$ cat src/rtl/apb_pkg.sv
// Shared definitions for the APB master: transfer state encoding and default bus widths.
package apb_pkg;

    localparam int APB_ADDR_WIDTH = 32;
    localparam int APB_DATA_WIDTH = 32;

    typedef enum logic [1:0] {
        IDLE   = 2'd0,
        SETUP  = 2'd1,
        ACCESS = 2'd2
    } apb_state_e;

endpackage

$ cat src/rtl/apb_master_if.sv
// Command/response handshake plus the APB bus, bundled for the APB master and its environment.
interface apb_master_if
    import apb_pkg::*;
#(
    parameter int ADDR_WIDTH = APB_ADDR_WIDTH,
    parameter int DATA_WIDTH = APB_DATA_WIDTH
);

    logic                  cmd_valid;
    logic                  cmd_ready;
    logic                  cmd_write;
    logic [ADDR_WIDTH-1:0] cmd_addr;
    logic [DATA_WIDTH-1:0] cmd_wdata;

    logic                  rsp_valid;
    logic [DATA_WIDTH-1:0] rsp_rdata;
    logic                  rsp_err;

    logic                  psel;
    logic                  penable;
    logic                  pwrite;
    logic [ADDR_WIDTH-1:0] paddr;
    logic [DATA_WIDTH-1:0] pwdata;
    logic [DATA_WIDTH-1:0] prdata;
    logic                  pready;
    logic                  pslverr;

    modport master (
        input  cmd_valid, cmd_write, cmd_addr, cmd_wdata,
        output cmd_ready,
        output rsp_valid, rsp_rdata, rsp_err,
        output psel, penable, pwrite, paddr, pwdata,
        input  prdata, pready, pslverr
    );

    modport slave (
        output cmd_valid, cmd_write, cmd_addr, cmd_wdata,
        input  cmd_ready,
        input  rsp_valid, rsp_rdata, rsp_err,
        input  psel, penable, pwrite, paddr, pwdata,
        output prdata, pready, pslverr
    );

endinterface

$ cat src/rtl/apb_timeout_cnt.sv
// Counts consecutive stalled ACCESS cycles; expired is high in the cycle that would make the
// count reach LIMIT, so the master can abort on that same edge.
module apb_timeout_cnt #(
    parameter int LIMIT = 16
) (
    input  logic clk,
    input  logic rst,
    input  logic clear,
    input  logic count_en,
    output logic expired
);

    localparam int CW = (LIMIT > 1) ? $clog2(LIMIT) : 1;

    logic [CW-1:0] cnt;

    assign expired = count_en && (cnt == CW'(LIMIT - 1));

    always_ff @(posedge clk) begin
        if (rst || clear) begin
            cnt <= '0;
        end else if (count_en && !expired) begin
            cnt <= cnt + 1'b1;
        end
    end

endmodule

$ cat src/rtl/apb_master.sv
// APB master: turns one command at a time into a SETUP/ACCESS transfer and returns a one-cycle
// response; supports back-to-back commands and an optional ACCESS-wait timeout.
module apb_master
    import apb_pkg::*;
#(
    parameter int ADDR_WIDTH     = APB_ADDR_WIDTH,
    parameter int DATA_WIDTH     = APB_DATA_WIDTH,
    parameter int TIMEOUT_CYCLES = 16
) (
    input logic          pclk,
    input logic          rst,
    apb_master_if.master bus
);

    apb_state_e state;
    logic       accept;
    logic       cnt_clear;
    logic       cnt_en;
    logic       timeout_hit;

    // Ready is combinational so a new command can ride the completion edge of the current one.
    assign bus.cmd_ready = !rst && ((state == IDLE) || ((state == ACCESS) && bus.pready));
    assign accept        = bus.cmd_valid && bus.cmd_ready;
    assign cnt_clear     = accept;
    assign cnt_en        = (state == ACCESS) && !bus.pready;

    generate
        if (TIMEOUT_CYCLES > 0) begin : g_timeout
            apb_timeout_cnt #(
                .LIMIT(TIMEOUT_CYCLES)
            ) u_timeout_cnt (
                .clk     (pclk),
                .rst     (rst),
                .clear   (cnt_clear),
                .count_en(cnt_en),
                .expired (timeout_hit)
            );
        end else begin : g_no_timeout
            logic unused_cnt;
            assign unused_cnt  = cnt_clear ^ cnt_en;
            assign timeout_hit = 1'b0;
        end
    endgenerate

    always_ff @(posedge pclk) begin
        if (rst) begin
            state         <= IDLE;
            bus.psel      <= 1'b0;
            bus.penable   <= 1'b0;
            bus.pwrite    <= 1'b0;
            bus.paddr     <= {ADDR_WIDTH{1'b0}};
            bus.pwdata    <= {DATA_WIDTH{1'b0}};
            bus.rsp_valid <= 1'b0;
            bus.rsp_rdata <= {DATA_WIDTH{1'b0}};
            bus.rsp_err   <= 1'b0;
        end else begin
            bus.rsp_valid <= 1'b0;
            case (state)
                IDLE: begin
                    if (accept) begin
                        state       <= SETUP;
                        bus.psel    <= 1'b1;
                        bus.penable <= 1'b0;
                        bus.pwrite  <= bus.cmd_write;
                        bus.paddr   <= bus.cmd_addr;
                        bus.pwdata  <= bus.cmd_wdata;
                    end
                end
                SETUP: begin
                    state       <= ACCESS;
                    bus.penable <= 1'b1;
                end
                ACCESS: begin
                    if (bus.pready) begin
                        bus.rsp_valid <= 1'b1;
                        bus.rsp_err   <= bus.pslverr;
                        bus.rsp_rdata <= bus.pwrite ? {DATA_WIDTH{1'b0}} : bus.prdata;
                        if (accept) begin
                            state       <= SETUP;
                            bus.penable <= 1'b0;
                            bus.pwrite  <= bus.cmd_write;
                            bus.paddr   <= bus.cmd_addr;
                            bus.pwdata  <= bus.cmd_wdata;
                        end else begin
                            state       <= IDLE;
                            bus.psel    <= 1'b0;
                            bus.penable <= 1'b0;
                        end
                    end else if (timeout_hit) begin
                        // Abort: the slave never answered, report an error with no data.
                        state         <= IDLE;
                        bus.psel      <= 1'b0;
                        bus.penable   <= 1'b0;
                        bus.rsp_valid <= 1'b1;
                        bus.rsp_err   <= 1'b1;
                        bus.rsp_rdata <= {DATA_WIDTH{1'b0}};
                    end
                end
                default: begin
                    state       <= IDLE;
                    bus.psel    <= 1'b0;
                    bus.penable <= 1'b0;
                end
            endcase
        end
    end

endmodule
$ cat src/flat_wrapper.sv
// flat-port wrapper written by rule: the top's interface ports become plain ports
module apb_master_flat import apb_pkg::*;
#(
    parameter int ADDR_WIDTH     = APB_ADDR_WIDTH,
    parameter int DATA_WIDTH     = APB_DATA_WIDTH,
    parameter int TIMEOUT_CYCLES = 16
)
  (pclk, rst, bus_cmd_valid, bus_cmd_write, bus_cmd_addr, bus_cmd_wdata, bus_cmd_ready, bus_rsp_valid, bus_rsp_rdata, bus_rsp_err, bus_psel, bus_penable, bus_pwrite, bus_paddr, bus_pwdata, bus_prdata, bus_pready, bus_pslverr);
  apb_master_if #(.ADDR_WIDTH(ADDR_WIDTH), .DATA_WIDTH(DATA_WIDTH)) bus_i ();
  input logic pclk;
  input logic rst;
  input wire logic [$bits(bus_i.cmd_valid)-1:0] bus_cmd_valid;
  input wire logic [$bits(bus_i.cmd_write)-1:0] bus_cmd_write;
  input wire logic [$bits(bus_i.cmd_addr)-1:0] bus_cmd_addr;
  input wire logic [$bits(bus_i.cmd_wdata)-1:0] bus_cmd_wdata;
  output wire logic [$bits(bus_i.cmd_ready)-1:0] bus_cmd_ready;
  output wire logic [$bits(bus_i.rsp_valid)-1:0] bus_rsp_valid;
  output wire logic [$bits(bus_i.rsp_rdata)-1:0] bus_rsp_rdata;
  output wire logic [$bits(bus_i.rsp_err)-1:0] bus_rsp_err;
  output wire logic [$bits(bus_i.psel)-1:0] bus_psel;
  output wire logic [$bits(bus_i.penable)-1:0] bus_penable;
  output wire logic [$bits(bus_i.pwrite)-1:0] bus_pwrite;
  output wire logic [$bits(bus_i.paddr)-1:0] bus_paddr;
  output wire logic [$bits(bus_i.pwdata)-1:0] bus_pwdata;
  input wire logic [$bits(bus_i.prdata)-1:0] bus_prdata;
  input wire logic [$bits(bus_i.pready)-1:0] bus_pready;
  input wire logic [$bits(bus_i.pslverr)-1:0] bus_pslverr;
  assign bus_i.cmd_valid = bus_cmd_valid;
  assign bus_i.cmd_write = bus_cmd_write;
  assign bus_i.cmd_addr = bus_cmd_addr;
  assign bus_i.cmd_wdata = bus_cmd_wdata;
  assign bus_cmd_ready = bus_i.cmd_ready;
  assign bus_rsp_valid = bus_i.rsp_valid;
  assign bus_rsp_rdata = bus_i.rsp_rdata;
  assign bus_rsp_err = bus_i.rsp_err;
  assign bus_psel = bus_i.psel;
  assign bus_penable = bus_i.penable;
  assign bus_pwrite = bus_i.pwrite;
  assign bus_paddr = bus_i.paddr;
  assign bus_pwdata = bus_i.pwdata;
  assign bus_i.prdata = bus_prdata;
  assign bus_i.pready = bus_pready;
  assign bus_i.pslverr = bus_pslverr;
  apb_master #(.ADDR_WIDTH(ADDR_WIDTH), .DATA_WIDTH(DATA_WIDTH), .TIMEOUT_CYCLES(TIMEOUT_CYCLES)) u_core (.pclk(pclk), .rst(rst), .bus(bus_i));
endmodule
$ cat config.mk
export PLATFORM = sky130hd
export DESIGN_NAME = apb_master_flat
export DESIGN_NICKNAME = d
export VERILOG_FILES = /design/src/rtl/apb_pkg.sv /design/src/rtl/apb_master_if.sv /design/src/rtl/apb_timeout_cnt.sv /design/src/rtl/apb_master.sv /design/src/flat_wrapper.sv
export SDC_FILE = /design/constraint.sdc
export NUM_CORES = 1
export LEC_CHECK = 0
export ABC_AREA = 1
export BUFFER_PORTS_ARGS = -buffer_cell sky130_fd_sc_hd__buf_2
export CAP_MARGIN = 20
export CORE_MARGIN = 2
export CORE_UTILIZATION = 48
export CTS_CLUSTER_SIZE = 20
export DETAILED_ROUTE_END_ITERATION = 10
export PLACE_DENSITY = 0.9
export SLEW_MARGIN = 10
export SYNTH_ARGS = -nofsm -noshare
export SYNTH_HDL_FRONTEND = slang
export SYNTH_SLANG_ARGS = --single-unit
$ cat constraint.sdc
create_clock -name pclk -period 3.1 [get_ports pclk]
set_input_delay 0.775 -clock pclk [delete_from_list [all_inputs] [get_ports pclk]]
set_output_delay 0.775 -clock pclk [all_outputs]
set_load 0.01 [all_outputs]
After elaboration in Yosys (flattened, before gate mapping)
Index checks and enable logic that the tools add are counted.
{"block": "classes", "n_addsub": 1, "mux": 29, "reduce_logical": 19, "bitwise_logic": 2, "n_eq_ne": 7}
{"cell": "two-way mux 32 bit", "n": 7}
{"cell": "case mux 32 bit (2 select lines)", "n": 2}
{"cell": "two-way mux 1 bit", "n": 13}
{"cell": "logical AND 1 bit", "n": 6}
{"cell": "two-way mux 2 bit", "n": 3}
{"cell": "inequality test 3 bit, second input constant", "n": 2}
{"cell": "case mux 1 bit (3 select lines)", "n": 2}
{"cell": "case mux 2 bit (3 select lines)", "n": 1}
{"cell": "AND reduction 2 bit", "n": 3}
{"cell": "adder 4 x 1 -> 4 bit, second input constant", "n": 1}
{"cell": "equality test 4 bit, second input constant", "n": 1}
{"cell": "inequality test 2 bit, second input constant", "n": 2}
{"cell": "AND reduction 4 bit", "n": 1}
{"cell": "nonzero test 2 bit", "n": 2}
{"cell": "logical NOT 1 bit", "n": 3}
{"cell": "equality test 2 x 1 -> 1 bit, second input constant", "n": 1}
{"cell": "equality test 2 bit, second input constant", "n": 1}
{"cell": "logical NOT 2 bit", "n": 1}
{"cell": "logical OR 1 bit", "n": 2}
{"cell": "inverter 1 bit", "n": 2}
{"cell": "case mux 1 bit (2 select lines)", "n": 1}
{"cell": "OR reduction 2 bit", "n": 1}
{"block": "word_totals", "word_cells": 68, "reg_bits": 107}

Depth between registers and ports, before layout
{"block": "depth", "ltp_word": 8, "mapped_depth": 9, "mapped_depth_nobuf": 8}

Hierarchy
Synthesis repeated with hierarchy kept, for this count alone.
{"block": "hier_totals", "hier_cells": 623, "hier_area_um2": 4201.5}
{"module": "apb_master", "area_per_inst_um2": 3992.6, "cells_per_inst": 592, "instances": 1}
{"module": "apb_timeout_cnt", "area_per_inst_um2": 209.0, "cells_per_inst": 31, "instances": 1}

Least setup slack after synthesis
Ideal clock, no wire load.
{"block": "synth_path", "kind": "input to output", "from": "in rst", "to": "out bus_cmd_ready", "arrival_ns": 1.110, "required_ns": 2.325, "setup_slack_ns": 1.215, "path_stages": 3, "n_path_buf": 0, "path_cell_list": "inv_1 nand2_1 nor2_1"}
{"block": "synth_via", "elab_chain_cells": 2}
{"item": "from (decl)", "line_no": "flat_wrapper.sv:11", "source": "input logic rst;"}
{"item": "logical NOT 1 bit", "line_no": "apb_master.sv:22", "source": "assign bus.cmd_ready = !rst && ((state == IDLE) || ((state == ACCESS) && bus.pready));"}
{"item": "logical AND 1 bit", "line_no": "apb_master.sv:22"}
{"item": "to (decl)", "line_no": "flat_wrapper.sv:16", "source": "output wire logic [$bits(bus_i.cmd_ready)-1:0] bus_cmd_ready;"}
No other way between the ends.

Final worst setup path
Ends and elaborated chain as after synthesis.

==> results.md <==
GRT:
- The initial antenna violation count is 0.
- The all-layer global routing usage is 22.4%.
- The global route total overflow is 0.
- The via count of the first global-routing pass was 3569.
- The first-pass GRT wire length is 15.8 mm.
- Entering global routing, the biggest net connects 98 pins.

Die:
- Pin placement for this block handled 204 I/O pins.
- Row generation in the floorplan step produced 32 rows.
- The die covers 0.00861 mm^2.
- After floorplanning, the core was sized to cover 0.00769 mm^2.
- The initial utilization of the core area, before any placement, comes to 49.2%.
- The floorplan step set the die height to 92.8 um.
- From left edge to right edge, the die measures 92.8 um.

Clocking:
- In this run, post-CTS hold repair placed 0 buffers.
- The CTS tree is done.
- After clock tree synthesis, the clock-pin slew on the worst setup and hold paths is 0.09 ns.
- The number of sinks driven by the clock tree is 106.
- At the later pin of the worst-skew pair, clock insertion delay measures 0.35 ns.
- The number of buffers on the longest clock path is 2.
- The tree is rooted in a sky130_fd_sc_hd__clkbuf_8.
- Gates resized during post-CTS repair numbered 0.
- Buffers inserted during clock tree synthesis total 9.
- The total setup buffers inserted after CTS is 0.
- The level count of the clock H-tree is 3.

Routing:
- The total length of routed wires is 9.89 mm.
- Across all layers, the routed design uses 3802 vias.
- The ratio of routed vias to standard cells is 4.84.
- After the first detailed-routing iteration, the DRC count stood at 143.
- The count of nets left with antenna violations once routing finished came out at 0.
- The first detailed-routing pass ran for 5 iterations.
- In the routed design, unresolved DRC markers number 0.
- The per-cell routed wire length is 12.6 um.

STA:
- The number of endpoints failing setup at the final stage is 0.
- Setup repair after global routing left no endpoint under its margin.
- The worst slew margin relative to its limit is 36.0%.
- Adding up every negative setup slack in the final design gives 0 ns.
- Subtracting the final worst setup slack from the clock period gives 2.15 ns.
- The number of pins with negative max-slew slack in the final report is 0.
- The transition time at the pin with the least slew margin is 0.960 ns.
- The hold violation count in the final report was 0.
- For the final database, setup skew stands at 0.0168 ns.
- The maximum clock rate is 465 MHz.
- Dividing the final minimum period by the clock period gives 69.4%.

Setup path:
- The sort of element at the start of the critical path is a primary input.
- The count of buffer and inverter cells on the critical path is 3.
- The kind of capture point of the worst setup path is a primary output.
- For the worst setup path, the data required time is 2.32 ns.
- The dominant delay contributor by cell family on the critical path is buffers and inverters.
- The data arrival at the endpoint of the critical path is 1.38 ns.
- The signal on the critical path passes through buf_4 > inv_1 > nand2_1 > nor2_1 > buf_2.
- For this design, the slowest cell found on the critical path is sky130_fd_sc_hd__buf_2.
- The maximum fanout encountered on the critical timing path is 7.
- By startpoint and endpoint, the worst setup path is classified as in -> out.
- The worst register-to-register path has a setup slack of 1.38 ns.
- The critical path's largest stage delay is 0.15 ns.

Pwr:
- The relative contribution of combinational cells to total power is 11.8%.
- Across the VDD grid, the largest voltage drop is 0.347 mV.
- The internal power component is 1.83 mW.
- The analysis attributes to cell leakage a power of 2.35 nW.
- The clock network accounts for 30.3% of the total power.
- In this run switching power makes up 26.4% of total power.
- In this run the power density over the cells is 500 mW/mm^2.
- Sequential cells account for 57.9% of the total power.
- Summed over all nets, the switching power comes to 656 uW.

Synth:
- The synthesized netlist occupies a cell area of 0.00378 mm^2.
- The sequential-to-total area share from yosys stat is 56.1%.
- The post-synthesis area per instance is 7.70 um^2.
- The most area-hungry cell type in the Yosys netlist is sky130_fd_sc_hd__dfxtp_1.
- The count of different cell masters after synthesis is 18.
- The net count after synthesis is 594.
- After synthesis, the cell types taking the most area are sky130_fd_sc_hd__dfxtp_1 56%, sky130_fd_sc_hd__nand2_1 21%, sky130_fd_sc_hd__a21oi_1 13%, sky130_fd_sc_hd__buf_4 1.8%, sky130_fd_sc_hd__clkbuf_1 1.6%.
- The top cell type by area accounts for 56.1% of the synthesized area.
- After synthesis the netlist holds a flip-flop and latch count of 106.
- In the post-synthesis netlist, the cell with the most instances is sky130_fd_sc_hd__nand2_1.
- The gate count of the mapped netlist is 491.
- Ranked by instance count, the synthesized netlist is headed by 212 x sky130_fd_sc_hd__nand2_1, 106 x sky130_fd_sc_hd__dfxtp_1, 101 x sky130_fd_sc_hd__a21oi_1.
- Counting flops with a built-in enable in the synthesized netlist gives 0.
- The fraction of registers with async set or reset after synthesis is 0%.
- Among all flip-flop cells after synthesis, the most frequent one is sky130_fd_sc_hd__dfxtp_1.
- For this run, the number of Yosys warnings is 0.

Layout:
- The fraction of final layout cells with drive strength greater than 1 is 33.4%.
- The post-synthesis to final-layout area growth is 31.7%.
- The net count of the finished layout is 781.
- The number of filler instances in the final layout is 695.
- The number of antenna diodes in the final layout is 0.
- The utilization after layout is 64.8%.

Run status:
- The run finished with clean final reports.

Place:
- The routability congestion estimate from global placement is 0.786.
- The count of buffers from port buffering is 203.
- Summed over all nets, the half-perimeter wirelength after detailed placement is 7.14 mm.

Flow run:
- The number of max-capacitance violations reported is 0.

Hold path:
- The worst hold-check path type is reg -> reg.
[cells in the final DEF (no fill, tap or decap), types with 2 or more instances in the layout]
cell type                    netlist  layout
sky130_fd_sc_hd__nand3_1           7       7
sky130_fd_sc_hd__inv_1            12      12
sky130_fd_sc_hd__buf_4             9       4
sky130_fd_sc_hd__clkinv_2          0       2
sky130_fd_sc_hd__nor2_1            9       9
sky130_fd_sc_hd__buf_2             6     202
sky130_fd_sc_hd__clkbuf_8          0       9
sky130_fd_sc_hd__clkinvlp_4        0       3
sky130_fd_sc_hd__nand2_1         212     212
sky130_fd_sc_hd__o21ai_0           3       3
sky130_fd_sc_hd__dfxtp_1         106     106
sky130_fd_sc_hd__inv_2             3       3
sky130_fd_sc_hd__a21oi_1         101     101
[cell families (layout without fill, tap and decap cells)]
logic type | after synthesis | after routing | share of synthesized area (%)
and+or+nand+nor | 232 | 232 | 23.7
DFF | 106 | 106 | 56.1
AOI/OAI and AO/OA | 105 | 105 | 14.0
buffers and inverters | 46 | 238 | 5.66
adders and majority gates | 1 | 1 | 0.331
xor gates and xnor gates | 1 | 1 | 0.232
[flip-flops by register name, indices dropped and copies added (netlist names), 2 cells and up]
register	flops
u_core.g_timeout.u_timeout_cnt.cnt	4
u_core.bus.rsp_rdata	32
u_core.state	2
u_core.bus.paddr	32
u_core.bus.pwdata	32
[final timing paths]
kind                                                       startpoint                                     to  cells past startpoint
worst max-delay path                                              rst                          bus_cmd_ready                      5
worst min-delay path            u_core.bus.rsp_rdata[22]$_SDFFE_PP0P_  u_core.bus.rsp_rdata[22]$_SDFFE_PP0P_                      2
worst max register to register           u_core.state[1]$_SDFFE_PP0P_   u_core.bus.rsp_rdata[5]$_SDFFE_PP0P_                      6
worst min register to register  u_core.bus.rsp_rdata[22]$_SDFFE_PP0P_  u_core.bus.rsp_rdata[22]$_SDFFE_PP0P_                      2
[routing by layer]
metal | GRT usage [%] | wire length [um]
met4 | 7.60 | 123
met2 | 40.1 | 5060
met1 | 25.9 | 3970
met3 | 5.86 | 735
met5 | 0 | 0
[worst min-delay path, delay by kind of cell, from the launching register on]
family          cells  cell delay, ns
flops               1            0.31
compound gates      1            0.06
simple gates        1            0.05
[area by class of cell]
type	count	area (um^2)	share of cell area, %
multi-input combinational	339	1450	29.0
inverter	15	56.3	1.13
timing repair buffer	207	1060	21.3
tap	102	128	2.56
sequential	106	2120	42.6
clock inverter	6	41.3	0.829
clock buffer	10	128	2.56
[through the flow]
stage                     power [mW]  area, um^2  cells  worst slack, ns  hold WS, ns
after global placement          1.76        4810    769            0.978        0.449
after CTS                       2.50        4980    785            0.959        0.469
final                           2.49        4980    785            0.949        0.466
after floorplan                 1.63        3780    491             1.22        0.448
after detailed placement        1.77        4810    769            0.891        0.454
after global routing            2.60        4980    785            0.859        0.485
[power by group through the flow]
stage | Sequential (mW) | Combinational, mW | Clock [mW]
after global routing | 1.45 | 0.328 | 0.826
after floorplan | 1.50 | 0.131 | 0
after detailed placement | 1.47 | 0.294 | 0
after global placement | 1.47 | 0.287 | 0
final | 1.44 | 0.294 | 0.753
after CTS | 1.44 | 0.295 | 0.763
Note: power is estimated with default switching activity, not from simulation.
